===== src/rtl/wb_arbiter.sv =====
// Three-requester round-robin arbiter feeding a single registered register-file write port.
// A halt request drains in-flight traffic and then parks the arbiter until reset.
module wb_arbiter #(
  parameter int AW = 4,
  parameter int DW = 16
) (
  input  logic          clk,
  input  logic          reset,
  input  logic          l_valid,
  input  logic [AW-1:0] l_rt,
  input  logic [DW-1:0] l_data,
  input  logic          s_valid,
  input  logic [AW-1:0] s_rt,
  input  logic [DW-1:0] s_data,
  input  logic          v_valid,
  input  logic [AW-1:0] v_rt,
  input  logic [DW-1:0] v_data,
  output logic          l_ready,
  output logic          s_ready,
  output logic          v_ready,
  input  logic          flush,
  input  logic          halt_req,
  output logic          wr_en,
  output logic [AW-1:0] wr_addr,
  output logic [DW-1:0] wr_data,
  output logic          halted
);

  typedef enum logic [1:0] {RUN, DRAIN, HALTED} state_t;

  state_t        state;
  logic [1:0]    ptr;
  logic [2:0]    elig;
  logic [2:0]    gnt;
  logic [1:0]    gidx;
  logic [1:0]    idx;
  logic          found;
  logic [AW-1:0] sel_rt;
  logic [DW-1:0] sel_data;

  function automatic logic [1:0] inc3(input logic [1:0] x);
    inc3 = (x == 2'd2) ? 2'd0 : x + 2'd1;
  endfunction

  function automatic logic pick(input logic [2:0] e, input logic [1:0] i);
    case (i)
      2'd0:    pick = e[0];
      2'd1:    pick = e[1];
      default: pick = e[2];
    endcase
  endfunction

  // flush only blocks the younger scalar/vector results; load returns still land
  always_comb begin
    elig = '0;
    if (!reset && state != HALTED)
      elig = {v_valid & ~flush, s_valid & ~flush, l_valid};
    found = 1'b0;
    gidx  = ptr;
    idx   = ptr;
    for (int k = 0; k < 3; k++) begin
      if (!found && pick(elig, idx)) begin
        found = 1'b1;
        gidx  = idx;
      end
      idx = inc3(idx);
    end
    gnt = '0;
    if (found) begin
      case (gidx)
        2'd0:    gnt = 3'b001;
        2'd1:    gnt = 3'b010;
        default: gnt = 3'b100;
      endcase
    end
  end

  assign l_ready = gnt[0];
  assign s_ready = gnt[1];
  assign v_ready = gnt[2];

  always_comb begin
    case (gidx)
      2'd0:    begin sel_rt = l_rt; sel_data = l_data; end
      2'd1:    begin sel_rt = s_rt; sel_data = s_data; end
      default: begin sel_rt = v_rt; sel_data = v_data; end
    endcase
  end

  always_ff @(posedge clk) begin
    if (reset) begin
      state   <= RUN;
      ptr     <= 2'd0;
      wr_en   <= 1'b0;
      wr_addr <= '0;
      wr_data <= '0;
      halted  <= 1'b0;
    end else begin
      wr_en <= found;
      if (found) begin
        wr_addr <= sel_rt;
        wr_data <= sel_data;
        ptr     <= inc3(gidx);
      end
      case (state)
        RUN:
          if (halt_req) state <= DRAIN;
        DRAIN:
          // drained once nothing is requesting and the last write has retired
          if (!l_valid && !s_valid && !v_valid && !wr_en) begin
            state  <= HALTED;
            halted <= 1'b1;
          end
        default: ;
      endcase
    end
  end

endmodule

===== config.mk =====
export PLATFORM = sky130hd
export DESIGN_NAME = wb_arbiter
export DESIGN_NICKNAME = d
export VERILOG_FILES = /design/src/rtl/wb_arbiter.sv
export SDC_FILE = /design/constraint.sdc
export NUM_CORES = 1
export LEC_CHECK = 0
export BUFFER_PORTS_ARGS = -buffer_cell sky130_fd_sc_hd__buf_2
export CORE_AREA = 2 2 68 86
export DETAILED_ROUTE_END_ITERATION = 8
export DIE_AREA = 0 0 70 88
export SLEW_MARGIN = 30
export SYNTH_ARGS = -nofsm -noshare
export SYNTH_HDL_FRONTEND = slang
export SYNTH_SLANG_ARGS = --single-unit

===== constraint.sdc =====
create_clock -name clk -period 1.8 [get_ports clk]
set_input_delay 0.09 -clock clk [delete_from_list [all_inputs] [get_ports clk]]
set_output_delay 0.09 -clock clk [all_outputs]
set_load 0.01 [all_outputs]

==> impl_metrics.toml <==
[critical_path]
crit_path_end_kind = "output pin"
worst-path-stages = 7
r2r_setup_slack_ns = 0.14
start_kind = "register"
crit_arrival_ns = 1.58
path_cells = "nand2b_2 -> buf_4 -> nand2_1 -> nor2_4 -> o21a_1 -> nor2_1 -> buf_2"
cp_num_buf_inv = 2
cp_data_required_time_ns = 1.71
cp_slowest_cell = "dfxtp_2"
worstSetupPathType = "reg2out"
crit_family = "simple AND/OR/NAND/NOR gates"
cp_slowest_stage_delay_ns = 0.35
reg2regPathDepth = 6
cp_max_fo = 5

[routing]
wirelength_um = 5780
drcViolationCount = 0
vias_per_cell = 5.52
vias = 1987
ant_nets = 0
dr.pass1.iters = 4
wire_per_inst_um = 16.1
drt_iter0_drc = 57

[pwr]
ir_drop_mv = 0.261
powerDensity_nw_per_um2 = 640
totalPowerFinal_mw = 1.59
leakage_nw = 1.10

[sta]
worstMarginPinSlew_ns = 0.310
fin_crit_sh_pct = 92.9
finClkSkew_ns = 0.000978
rsz0062_at_grt = "false"
finalSetupViolCount = 0
slew_violations = 0
timing.fmax_mhz = 598
fin_crit_ns = 1.67
relSlewSlack_pct = 79.3
hold_viol_final = 0
finalSetupTns_ns = 0
finalHoldWorstSlack_ns = 0.0825

[layout]
fill_cells = 537
post_route_cells_drive_above_1_share_pct = 50.7
num_antenna_cells = 0
stdcell_area_um2 = 2490
final_util_pct = 46.6
num-nets-final = 365
area.growth.synth_to_final_pct = 38.5

[cts]
clock-sinks = 26
insertion_delay_ns = 0.27
hold_buffers = 0
numCtsBuffers = 3
cts_buffer_depth = 2
clk_pin_slew_ns = 0.09
root_buffer = "clkbuf_8"
cts_tree = "done"
htreeDepth = 1

[synth]
synth_area_um2 = 1800
synth_area_leader_cell = "dfxtp_1"
ys_ff_latch = 26
yosysMostFrequentCell = "dfxtp_1"
synth.top_cells.by_count = "dfxtp_1 (26), o2bb2ai_1 (21), a22oi_1 (20), o21ai_1 (20), o21bai_1 (20)"
netlist_instances = 198
yosys-top-cells-area = "dfxtp_1 (29%), a221oi_2 (14%), o2bb2ai_1 (10%)"
synth_top_area_share_pct = 29.0
ys_warn_count = 0
synth_nets = 265
ys_async_sr_fraction_pct = 0
synth_edf_count = 0
ys.flop_type = "dfxtp_1"
ys_seq_area_share_pct = 29.0
avgSynthCellArea_um2 = 9.07
synthDistinctLibCells = 32

[placement]
place.gp.congestion = 0.899
hpwl_um = 4290
dpl_cell_area_um2 = 2410
place.port_buffers = 91

[global_route]
antenna_found_initial = 0
grt_pass1_wl_um = 9250
track_usage_pct = 18.6
grt_max_degree = 19
grtUsageMet1_pct = 22.6
grt.busiest_layer = "met2"
grtUsageMet2_pct = 33.8
grt_pass1_vias = 1911
use_met3_pct = 3.34
gr-total-overflow = 0

[floorplanning]
die_h_um = 88
coreArea_um2 = 5330
die_area_um2 = 6160
initial_utilization_pct = 33.7
die_w_um = 70
io_pins = 92
placement_rows = 30

[job]
cap_violations = 0

[run_status]
status = "finished clean"

[min_path]
holdPathStages = 3
hold_path_class = "in2reg"
-- report_power, final --
group	internal [mW]	switching (mW)	leakage [nW]
combinational	0.273	0.301	0.864
sequential	0.642	0.0365	0.217
clock	0.150	0.189	0.0216
-- cells by family (layout without fill, tap and decap cells) --
logic type,after synthesis,count (layout),synth area share [%]
AOI/OAI and AO/OA,117,117,54.9
buffers and inverters,29,127,8.36
DFF,26,26,29.0
muxes,1,1,0.558
and+or+nand+nor,25,25,7.18
-- metal layers --
layer	up-vias	share of wire (%)	wire, um
li1	989	-	-
met1	918	43	2510
met2	73	49	2820
met3	7	6.5	376
met4	0	1.2	70
met5	-	0	0
-- tightest hold or removal path, stage by stage --
cell     delay [ns]
buf_2          0.09
o21ai_1        0.06
a22oi_1        0.06
-- worst paths after layout --
kind	startpoint	end
max reg2reg	ptr[0]	wr_data[2]
min reg2reg	halted	halted
max	state[0]	s_ready
min	s_data[10]	wr_data[10]
-- registers in the layout, summed over array words and instances (netlist names) --
signal   cells
wr_en        1
state        2
wr_addr      4
wr_data     16
halted       1
ptr          2
-- stage by stage --
stage / setup slack (ns) / cells
2_1_floorplan: 0.241 / 198
3_3_place_gp: 0.0921 / 355
3_5_place_dp: 0.0398 / 355
4_1_cts: 0.0199 / 358
5_1_grt: 0.00825 / 360
6_report: 0.129 / 360
-- placed cells by master, fill, tap and decap left out, types with 2 or more instances in the layout --
cell type	n
nand2_1	3
clkbuf_8	3
a22oi_1	20
a21oi_1	6
nor2_1	7
o21ai_1	20
inv_1	6
nor3_1	3
buf_2	91
a221oi_2	17
dfxtp_1	25
o21bai_1	20
o21ai_0	2
nand2b_1	2
buf_4	26
o2bb2ai_1	20
a221oi_1	3
-- cell type report --
cell class              instances  area [um^2]  area share [%]
repair buffers                118          671            27.0
inverters                       6         22.5           0.906
well taps                      64         80.1            3.22
flip-flops and latches         26          522            21.0
multi-input cells             143         1150            46.3
clock buffers                   3         41.3            1.66
-- repair_timing --
action | in CTS | in global routing
cloned | 0 | 0
setup endpoints to repair | 1 | 19
setup buffers | 0 | 2
pin swaps | 0 | 1
resized for setup | 1 | 6
(Power assumes the default switching activity.)
